===== config.mk =====
export PLATFORM = sky130hd
export DESIGN_NAME = rom_arbiter
export DESIGN_NICKNAME = d
export VERILOG_FILES = /design/src/rtl/rom_arbiter_pkg.sv /design/src/rtl/rr_arbiter_2.sv /design/src/rtl/rom_arbiter.sv
export SDC_FILE = /design/constraint.sdc
export NUM_CORES = 1
export LEC_CHECK = 0
export CAP_MARGIN = 10
export CORE_ASPECT_RATIO = 1.5
export CORE_MARGIN = 5
export CORE_UTILIZATION = 47
export DETAILED_ROUTE_END_ITERATION = 10
export PLACE_DENSITY = 0.81
export SLEW_MARGIN = 25
export SYNTH_ARGS = -nofsm -noshare
export SYNTH_HDL_FRONTEND = slang
export SYNTH_HIERARCHICAL = 1
export SYNTH_SLANG_ARGS = --single-unit

===== constraint.sdc =====
create_clock -name clk -period 2.7 [get_ports clk]
set_clock_uncertainty 0.2 [all_clocks]
set_input_delay 0.27 -clock clk [delete_from_list [all_inputs] [get_ports clk]]
set_output_delay 0.27 -clock clk [all_outputs]
set_load 0.05 [all_outputs]

===== src/rtl/rom_arbiter_pkg.sv =====
// rom_arbiter_pkg: shared widths, exception codes and FSM encoding for the ROM arbiter
package rom_arbiter_pkg;

    localparam int EXCEPTION_LEN = 4;

    localparam logic [1:0] MEM_WIDTH_BYTE = 2'd0;
    localparam logic [1:0] MEM_WIDTH_HALF = 2'd1;
    localparam logic [1:0] MEM_WIDTH_WORD = 2'd2;

    localparam logic [EXCEPTION_LEN-1:0] EXCEP_OK               = 4'd0;
    localparam logic [EXCEPTION_LEN-1:0] EXCEP_INVALID_MEM_READ = 4'd5;
    localparam logic [EXCEPTION_LEN-1:0] EXCEP_MEM_TIMEOUT      = 4'd14;

    typedef enum logic [1:0] {
        ROMARB_IDLE  = 2'd0,
        ROMARB_ISSUE = 2'd1,
        ROMARB_WAIT  = 2'd2,
        ROMARB_RESP  = 2'd3
    } romarb_state_e;

endpackage


===== src/rtl/rr_arbiter_2.sv =====
// rr_arbiter_2: combinational two-way round-robin pick; ptr_i=0 favours req[0], 1 favours req[1]
module rr_arbiter_2
    import rom_arbiter_pkg::*;
(
    input  logic [1:0] req_i,
    input  logic       ptr_i,
    output logic [1:0] gnt_o,
    output logic       ptr_next_o
);

    // Grant the single requester, or the favoured one on contention; next pointer favours the loser
    always_comb begin
        gnt_o      = (req_i == 2'b11) ? (ptr_i ? 2'b10 : 2'b01) : req_i;
        ptr_next_o = gnt_o[1] ? 1'b0 : (gnt_o[0] ? 1'b1 : ptr_i);
    end

endmodule


===== src/rtl/rom_arbiter.sv =====
// rom_arbiter: shares one ROM between IF and LS with round-robin grant and completion timeout
module rom_arbiter
    import rom_arbiter_pkg::*;
#(
    parameter int TIMEOUT_CYCLES = 16,
    parameter int CNT_W          = 5
) (
    input  logic                     clk,
    input  logic                     rst_n,
    input  logic                     ifReq_In,
    input  logic [31:0]              ifAddr_In,
    input  logic [1:0]               ifWidth_In,
    output logic [31:0]              ifData_Out,
    output logic                     ifDone_Out,
    output logic [EXCEPTION_LEN-1:0] ifException_Out,
    input  logic                     lsReq_In,
    input  logic [31:0]              lsAddr_In,
    input  logic [1:0]               lsWidth_In,
    output logic [31:0]              lsData_Out,
    output logic                     lsDone_Out,
    output logic [EXCEPTION_LEN-1:0] lsException_Out,
    output logic [31:0]              romAddr_Out,
    output logic [1:0]               romWidth_Out,
    output logic                     romValid_Out,
    input  logic [31:0]              romData_In,
    input  logic                     romOK_In,
    input  logic [EXCEPTION_LEN-1:0] romException_In
);

    romarb_state_e            state_q, state_d;
    logic                     ptr_q, ptr_d;
    logic                     nptr_q, nptr_d;
    logic                     owner_q, owner_d;
    logic [31:0]              addr_q, addr_d;
    logic [1:0]               width_q, width_d;
    logic [31:0]              data_q, data_d;
    logic [EXCEPTION_LEN-1:0] exc_q, exc_d;
    logic [CNT_W-1:0]         cnt_q, cnt_d;
    logic                     rom_valid_q, rom_valid_d;
    logic                     if_done_q, if_done_d;
    logic                     ls_done_q, ls_done_d;
    logic [31:0]              if_data_q, if_data_d;
    logic [31:0]              ls_data_q, ls_data_d;
    logic [EXCEPTION_LEN-1:0] if_exc_q, if_exc_d;
    logic [EXCEPTION_LEN-1:0] ls_exc_q, ls_exc_d;
    logic [1:0]               gnt;
    logic                     ptr_next;
    logic                     resp_load;

    rr_arbiter_2 u_rr (
        .req_i      ({lsReq_In, ifReq_In}),
        .ptr_i      (ptr_q),
        .gnt_o      (gnt),
        .ptr_next_o (ptr_next)
    );

    // Transaction FSM: capture on grant, one issue cycle, wait for OK or timeout, one response cycle
    always_comb begin
        state_d = state_q;
        ptr_d   = ptr_q;
        nptr_d  = nptr_q;
        owner_d = owner_q;
        addr_d  = addr_q;
        width_d = width_q;
        data_d  = data_q;
        exc_d   = exc_q;
        cnt_d   = cnt_q;
        case (state_q)
            ROMARB_IDLE: begin
                if (|gnt) begin
                    owner_d = gnt[1];
                    addr_d  = gnt[1] ? lsAddr_In : ifAddr_In;
                    width_d = gnt[1] ? lsWidth_In : ifWidth_In;
                    nptr_d  = ptr_next;
                    state_d = ROMARB_ISSUE;
                end
            end
            ROMARB_ISSUE: begin
                exc_d   = romException_In;
                cnt_d   = '0;
                state_d = ROMARB_WAIT;
            end
            ROMARB_WAIT: begin
                cnt_d = cnt_q + 1'b1;
                if (romOK_In) begin
                    data_d  = romData_In;
                    state_d = ROMARB_RESP;
                end else if (cnt_d == CNT_W'(TIMEOUT_CYCLES)) begin
                    data_d  = '0;
                    exc_d   = EXCEP_MEM_TIMEOUT;
                    state_d = ROMARB_RESP;
                end
            end
            ROMARB_RESP: begin
                ptr_d   = nptr_q;
                state_d = ROMARB_IDLE;
            end
            default: state_d = ROMARB_IDLE;
        endcase
    end

    // Output registers are loaded from the next state so every port comes straight from a flop
    always_comb begin
        resp_load   = (state_q == ROMARB_WAIT) && (state_d == ROMARB_RESP);
        rom_valid_d = (state_d == ROMARB_ISSUE);
        if_done_d   = (state_d == ROMARB_RESP) && !owner_q;
        ls_done_d   = (state_d == ROMARB_RESP) && owner_q;
        if_data_d   = (resp_load && !owner_q) ? data_d : if_data_q;
        if_exc_d    = (resp_load && !owner_q) ? exc_d : if_exc_q;
        ls_data_d   = (resp_load && owner_q) ? data_d : ls_data_q;
        ls_exc_d    = (resp_load && owner_q) ? exc_d : ls_exc_q;
    end

    // State and output registers; reset abandons any transaction without a done pulse
    always_ff @(posedge clk or negedge rst_n) begin
        if (!rst_n) begin
            state_q     <= ROMARB_IDLE;
            ptr_q       <= 1'b0;
            nptr_q      <= 1'b0;
            owner_q     <= 1'b0;
            addr_q      <= '0;
            width_q     <= '0;
            data_q      <= '0;
            exc_q       <= EXCEP_OK;
            cnt_q       <= '0;
            rom_valid_q <= 1'b0;
            if_done_q   <= 1'b0;
            ls_done_q   <= 1'b0;
            if_data_q   <= '0;
            ls_data_q   <= '0;
            if_exc_q    <= EXCEP_OK;
            ls_exc_q    <= EXCEP_OK;
        end else begin
            state_q     <= state_d;
            ptr_q       <= ptr_d;
            nptr_q      <= nptr_d;
            owner_q     <= owner_d;
            addr_q      <= addr_d;
            width_q     <= width_d;
            data_q      <= data_d;
            exc_q       <= exc_d;
            cnt_q       <= cnt_d;
            rom_valid_q <= rom_valid_d;
            if_done_q   <= if_done_d;
            ls_done_q   <= ls_done_d;
            if_data_q   <= if_data_d;
            ls_data_q   <= ls_data_d;
            if_exc_q    <= if_exc_d;
            ls_exc_q    <= ls_exc_d;
        end
    end

    assign romAddr_Out     = addr_q;
    assign romWidth_Out    = width_q;
    assign romValid_Out    = rom_valid_q;
    assign ifDone_Out      = if_done_q;
    assign lsDone_Out      = ls_done_q;
    assign ifData_Out      = if_data_q;
    assign lsData_Out      = ls_data_q;
    assign ifException_Out = if_exc_q;
    assign lsException_Out = ls_exc_q;

endmodule


==> impl_metrics.ini, run 1 <==
[pwr]
cellPowerDensity_mw_per_mm2 = 1386
p_int_mw = 7.623
vdd_drop_max_mv = 0.6190
p_total_mw = 13.74
sequentialPowerShare_pct = 29.0
p_comb_share_pct = 53.0
switching_share_pct = 44.53
leakagePower_nw = 4.283
p_sw_mw = 6.120
clockPowerShare_pct = 18.0

[clocking]
cts_tree = built
clockRootBuffer = clkbuf_16
numCtsBuffers = 17
path_clk_slew_ns = 0.06
ctsResizeCount = 0
clock_latency_ns = 0.41
cts.path.max_buffers = 2
cts_max_level = 4
cts_hold_buf = 1
postCtsSetupBuffers = 0
clock_sinks = 155

[yosys]
ys_async_sr_fraction_pct = 100.0
yosysWarnings = 6
ys_seq_area_share_pct = 56.55
ys.flop_type = dfrtp_1
synth_edf_count = 0
netlist_instances = 563
synth_cell_types = 41
synth_nets = 677
ys_seq_elements = 155
synth.cell_area_sq_mm = 0.006859
syn_avg_cell_area_sq_um = 12.18

[place]
place_congestion = 0.8066
portBuffers = 217
dpl.hpwl_mm = 13.14

[floorplan]
die_h_um = 158.0
initial_core_util_pct = 47.44
ios = 218
fp.dieW_um = 108.6
core_region_area_sq_mm = 0.01446
die_area_sq_mm = 0.01716
num_rows = 54

[worst_setup_path]
startpoint_type = register
crit_path_cell_trace = inv_1, ha_1, nor4b_2, nor2_1, and3b_2, buf_12, mux2_4
path_class = register to register
required_ns = 2.79
cpPeakStageDelay_ns = 0.44
cpMaxStageDelayCell = dfrtp_1
crit_fanout = 28
r2r_start = state_q[0]
cp-startpoint = state_q[0]
arrival_ns = 2.41
crit_path_end_kind = register

[layout]
fin_util_pct = 68.56
final_layout_size_suffix_gt1_share_pct = 15.40
nets = 893
antenna_cells = 0
syn_to_final_growth_pct = 44.53

[detailed_routing]
via_per_inst = 5.223
wl_mm = 17.98
drtIter0Drc = 230
drc_errors = 0
first_pass_iters = 6
vias = 5160
wl_per_cell_um = 18.20
ant_nets = 0

[timing]
max_slew_margin_pct = 53.60
fin_crit_ns = 2.319
period_share_pct = 85.87
tightestPinTransition_ns = 0.6960
final_hold_viol_count = 0
setup_tns_ns = 0
slew_viol_final = 0
fmax_mhz = 431.3
grt_setup_unrepaired = no
setup_viol = 0

[grt]
grt_pass1_vias = 5688
antenna_found_initial = 0
grt_pass1_wl_mm = 29.00
globalRouteTotalUtil_pct = 21.78
grt_max_degree = 83
grt.overflow.total = 0

[status]
status = finished, final reports clean

[job]
maxCapViolCount = 0

[worst_hold_path]
hp-class = input port to async pin
-- layout by cell type (no fill, tap or decap), types with 5 or more instances in the layout --
cell type,n
o311ai_2,18
nor2_1,5
dfrtp_1,155
mux2_4,32
nand2_1,98
mux2_2,14
clkbuf_16,17
o22a_1,28
ha_1,5
clkdlybuf4s50_1,215
inv_1,40
nand3_1,5
buf_4,11
o21ai_0,37
a21boi_1,11
mux2i_1,35
o311ai_1,14
buf_12,5
-- metal layers --
layer | wire length, um | up-vias | part of all wire, % | track usage [%]
li1 | - | 2407 | - | -
met2 | 9689 | 170 | 54 | 38.58
met4 | 456 | 0 | 2.5 | 7.641
met5 | 0 | - | 0 | 0
met3 | 1179 | 33 | 6.6 | 6.854
met1 | 6653 | 2550 | 37 | 24.59
-- state kept, by name (all words and copies together) (netlist names), 2 cells and up --
name / flops
romAddr_Out: 32
ifException_Out: 4
ifData_Out: 32
romWidth_Out: 2
data_q: 32
exc_q: 4
lsException_Out: 4
state_q: 2
cnt_q: 5
lsData_Out: 32
-- power by group through the flow --
stage	clock network (mW)	registers, mW	logic [mW]
after floorplan	0	6.37	2.48
after global placement	0	3.97	7.12
after detailed placement	0	4.01	7.32
after CTS	2.51	3.99	7.36
after global routing	2.62	4.11	7.74
final	2.47	3.98	7.29
-- stage by stage --
| stage | hold slack, ns | instances | setup slack, ns | cell area, sq um |
|---|---|---|---|---|
| floorplan | -0.2256 | 563 | 0.5791 | 6859 |
| global placement | 0.0005244 | 955 | 0.1808 | 9283 |
| detailed placement | 0.006502 | 955 | 0.1448 | 9283 |
| CTS | 0.1073 | 988 | 0.3803 | 9913 |
| global route | 0.1539 | 988 | 0.2808 | 9913 |
| finish | 0.1287 | 988 | 0.3814 | 9913 |
-- synth_stat cells (all sizes together), types with 2 or more instances --
| cell | n | area (sq um) |
|---|---|---|
| dfrtp | 155 | 3879 |
| mux2i | 35 | 350.3 |
| a221o | 3 | 30.03 |
| nand2 | 98 | 367.9 |
| buf | 21 | 142.6 |
| o31ai | 2 | 15.01 |
| o311ai | 33 | 424.2 |
| o21ai | 39 | 198.9 |
| a21boi | 16 | 120.1 |
| nand3 | 5 | 25.02 |
| a21oi | 2 | 21.27 |
| inv | 40 | 150.1 |
| ha | 5 | 62.56 |
| clkbuf | 16 | 60.06 |
| o22a | 28 | 245.2 |
| and2 | 2 | 12.51 |
| nor2 | 6 | 25.03 |
| mux2 | 46 | 638.1 |
-- kinds of logic (layout without fill, tap and decap cells) --
kind of cell	count (synthesis)	count (layout)	synth area share, %
flip-flops	155	155	56.55
AND/OR/NAND/NOR	121	121	7.479
buffers and inverters	77	306	5.144
adder cells (fa/ha/maj)	5	5	0.9121
AO/OA/AOI/OAI	124	124	15.51
multiplexers	81	81	14.41
-- critical path: cells and delay by family (launching register included) --
kind	cells	cell delay, ns
adder cells (fa/ha/maj)	1	0.31
multiplexers	1	0.32
AND/OR/NAND/NOR	3	0.62
flip-flops	1	0.44
buffers and inverters	2	0.28
-- cell type report --
cell class	count	area, sq um
clock buffers	20	456.7
multi-input cells	331	2658
inverters	40	150.1
fillers	1083	4546
clock inverters	12	163.9
flip-flops and latches	155	3879
well taps	196	245.2
repair buffers	234	2361
-- worst paths after layout --
kind,end,slack [ns],cells past startpoint
worst max-delay path,ifData_Out[22],0.38,7
worst min-delay path,romAddr_Out[22],0.13,2
worst max register to register,ifData_Out[22],0.38,7
worst min register to register,romAddr_Out[9],0.28,2
max in group asynchronous,cnt_q[2],1.38,3
min in group clk,exc_q[0],0.13,3
Power figures use the tool's default switching activity.
==> run 2, diff against run 1 <==
--- a/config.mk
+++ b/config.mk
@@ -5,13 +5,14 @@
 export SDC_FILE = /design/constraint.sdc
 export NUM_CORES = 1
 export LEC_CHECK = 0
+export ABC_AREA = 1
 export CAP_MARGIN = 10
 export CORE_ASPECT_RATIO = 1.5
 export CORE_MARGIN = 5
 export CORE_UTILIZATION = 47
 export DETAILED_ROUTE_END_ITERATION = 10
-export PLACE_DENSITY = 0.81
-export SLEW_MARGIN = 25
+export PLACE_DENSITY = 0.85
+export SLEW_MARGIN = 20
 export SYNTH_ARGS = -nofsm -noshare
 export SYNTH_HDL_FRONTEND = slang
 export SYNTH_HIERARCHICAL = 1
==> run 2 against run 1 <==
Combinational power is 18% higher. Cell area is 2.9% higher. Maximum frequency is 10% lower.
==> impl_metrics.ini, run 2 <==
[status]
status = finished, final reports clean

[yosys]
synth_area_leaders = dfrtp_1 54%, nand2_1 10%, nand3_1 8.0%, o21bai_1 7.5%, inv_1 4.6%
synth_nets = 945
synth_edf_count = 0
synth_top_area_share_pct = 53.81
netlist_instances = 831
yosys.area.top_type = dfrtp_1
ys_async_sr_fraction_pct = 100.0
synth.cell_area_sq_mm = 0.007208
synth_cell_types = 25
syn_avg_cell_area_sq_um = 8.674
synth_most_common_cell = nand2_1
synth_common_cells = 198 x nand2_1, 155 x dfrtp_1, 115 x nand3_1
ys_seq_area_share_pct = 53.81
ys_seq_elements = 155
yosysWarnings = 6
ys.flop_type = dfrtp_1

[grt]
grt_max_degree = 77
globalRouteTotalUtil_pct = 22.17
antenna_found_initial = 0
grt_pass1_wl_mm = 32.09
grt.overflow.total = 0
grt_pass1_vias = 6341

[layout]
fin_util_pct = 67.66
layout_commonest_cell = clkdlybuf4s50_1
regArea_sq_mm = 0.003879
fillers = 1121
final_cell_mix = 216 x clkdlybuf4s50_1, 198 x nand2_1, 155 x dfrtp_1
syn_to_final_growth_pct = 41.47
final_layout_size_suffix_gt1_share_pct = 6.328
fin_area_sq_mm = 0.01020
nets = 1144
antenna_cells = 0
fin_cells = 1242
multi_input_area_sq_mm = 0.002759

[worst_setup_path]
startpoint_type = register
arrival_ns = 2.69
timing.rr.end = ifData_Out[10]
r2r_start = cnt_q[0]
crit_fanout = 18
crit_path_end_kind = register
reg2reg_depth = 11
required_ns = 2.81
path_class = register to register
r2r_slack_ns = 0.11

[place]
place_inst = 1208
portBuffers = 217
place_area_sq_mm = 0.009552
dpl.hpwl_mm = 13.79
place_congestion = 0.8145

[pwr]
vdd_drop_max_mv = 0.8364
leakagePower_nw = 4.697
cellPowerDensity_mw_per_mm2 = 1496

[floorplan]
die_h_um = 161.7
fp.dieW_um = 111.1
initial_core_util_pct = 47.83
ios = 218
die_area_sq_mm = 0.01796
core_region_area_sq_mm = 0.01507
num_rows = 55

[timing]
slew_viol_final = 0
fmax_mhz = 386.6
max_slew_margin_pct = 51.38
final_hold_viol_count = 0
period_share_pct = 95.79
hold_slack_ns = 0.2100
setup_tns_ns = 0
tightestPinTransition_ns = 0.7275
setup_viol = 0
fin_crit_ns = 2.586
grt_setup_unrepaired = no

[detailed_routing]
drc_errors = 0
drtIter0Drc = 416
via_per_inst = 5.200
ant_nets = 0
first_pass_iters = 5
wl_per_cell_um = 16.25
vias = 6459
wl_mm = 20.19

[clocking]
numCtsBuffers = 17
cts_max_level = 4
path_clk_slew_ns = 0.07
clockRootBuffer = clkbuf_16
clock_sinks = 155
cts.path.max_buffers = 2
ctsResizeCount = 0
cts_tree = built
clock_latency_ns = 0.42

[worst_hold_path]
hold_end = romAddr_Out[17]
hold_start = ifAddr_In[17]
whs_path_depth = 3
hp-class = input port to register

[job]
maxCapViolCount = 0
==> run 2: metal layers <==
layer	wire (um)	track usage, %	share of wire (%)	up-vias
met5	0	0	0	-
met4	508	9.242	2.5	0
met1	7442	25.04	37	3014
li1	-	-	-	3094
met2	10220	38.18	51	315
met3	2017	7.864	10	36
==> run 2: through the flow <==
| stage | total power, mW | setup slack, ns |
|---|---|---|
| floorplan | 9.875 | 0.5976 |
| detailed placement | 12.70 | 0.08534 |
| global route | 16.12 | 0.006049 |
| global placement | 12.53 | 0.1928 |
| CTS | 15.28 | 0.2179 |
| finish | 15.25 | 0.1137 |
==> run 2: how the worst max path moves through the flow <==
stage | cells after the start | end | startpoint | slack [ns]
floorplan | 7 | ifData_Out[11] | state_q[0] | 0.60
global placement | 8 | ifData_Out[28] | ifReq_In | 0.19
detailed placement | 8 | ifData_Out[30] | ifReq_In | 0.09
CTS | 11 | ifData_Out[4] | cnt_q[0] | 0.22
global route | 11 | ifException_Out[0] | cnt_q[0] | 0.006
finish | 11 | ifData_Out[10] | cnt_q[0] | 0.11
==> run 2: power by group <==
| group | switching (mW) | leakage, nW | internal (mW) |
|---|---|---|---|
| clock network | 1.02 | 0.298 | 1.50 |
| logic | 5.90 | 2.55 | 2.72 |
| registers | 0.657 | 1.85 | 3.46 |
==> run 2: kinds of logic after synthesis <==
logic type	Yosys count	synth area share [%]
flops	155	53.81
fa+ha+maj	5	0.8679
mux	2	0.3124
simple gates	382	23.52
compound gates	143	13.12
buf+inv	144	8.366
==> run 2: cell type report <==
| type | count | area share, % |
|---|---|---|
| Clock inverter | 14 | 1.804 |
| Timing Repair Buffer | 234 | 23.08 |
| Multi-Input combinational cell | 533 | 27.06 |
| Tap cell | 199 | 2.442 |
| Sequential cell | 155 | 38.04 |
| Inverter | 89 | 3.276 |
| Clock buffer | 18 | 4.307 |
==> run 2: repair_timing <==
action	CTS	global route
endpoints found under the setup margin	0	2
setup buffers	0	0
hold buffers	1	0
hold endpoints to repair	72	0
==> run 2: worst max-delay path, cell delays in order (launching register included) <==
cell	delay (ns)
dfrtp_1	0.42
ha_1	0.26
nand3_1	0.09
nand2_1	0.06
nand2_2	0.09
nand3_4	0.09
nand2_2	0.07
nand2_2	0.06
nand2_4	0.13
nand4_2	0.56
o21bai_1	0.37
nand2_1	0.07
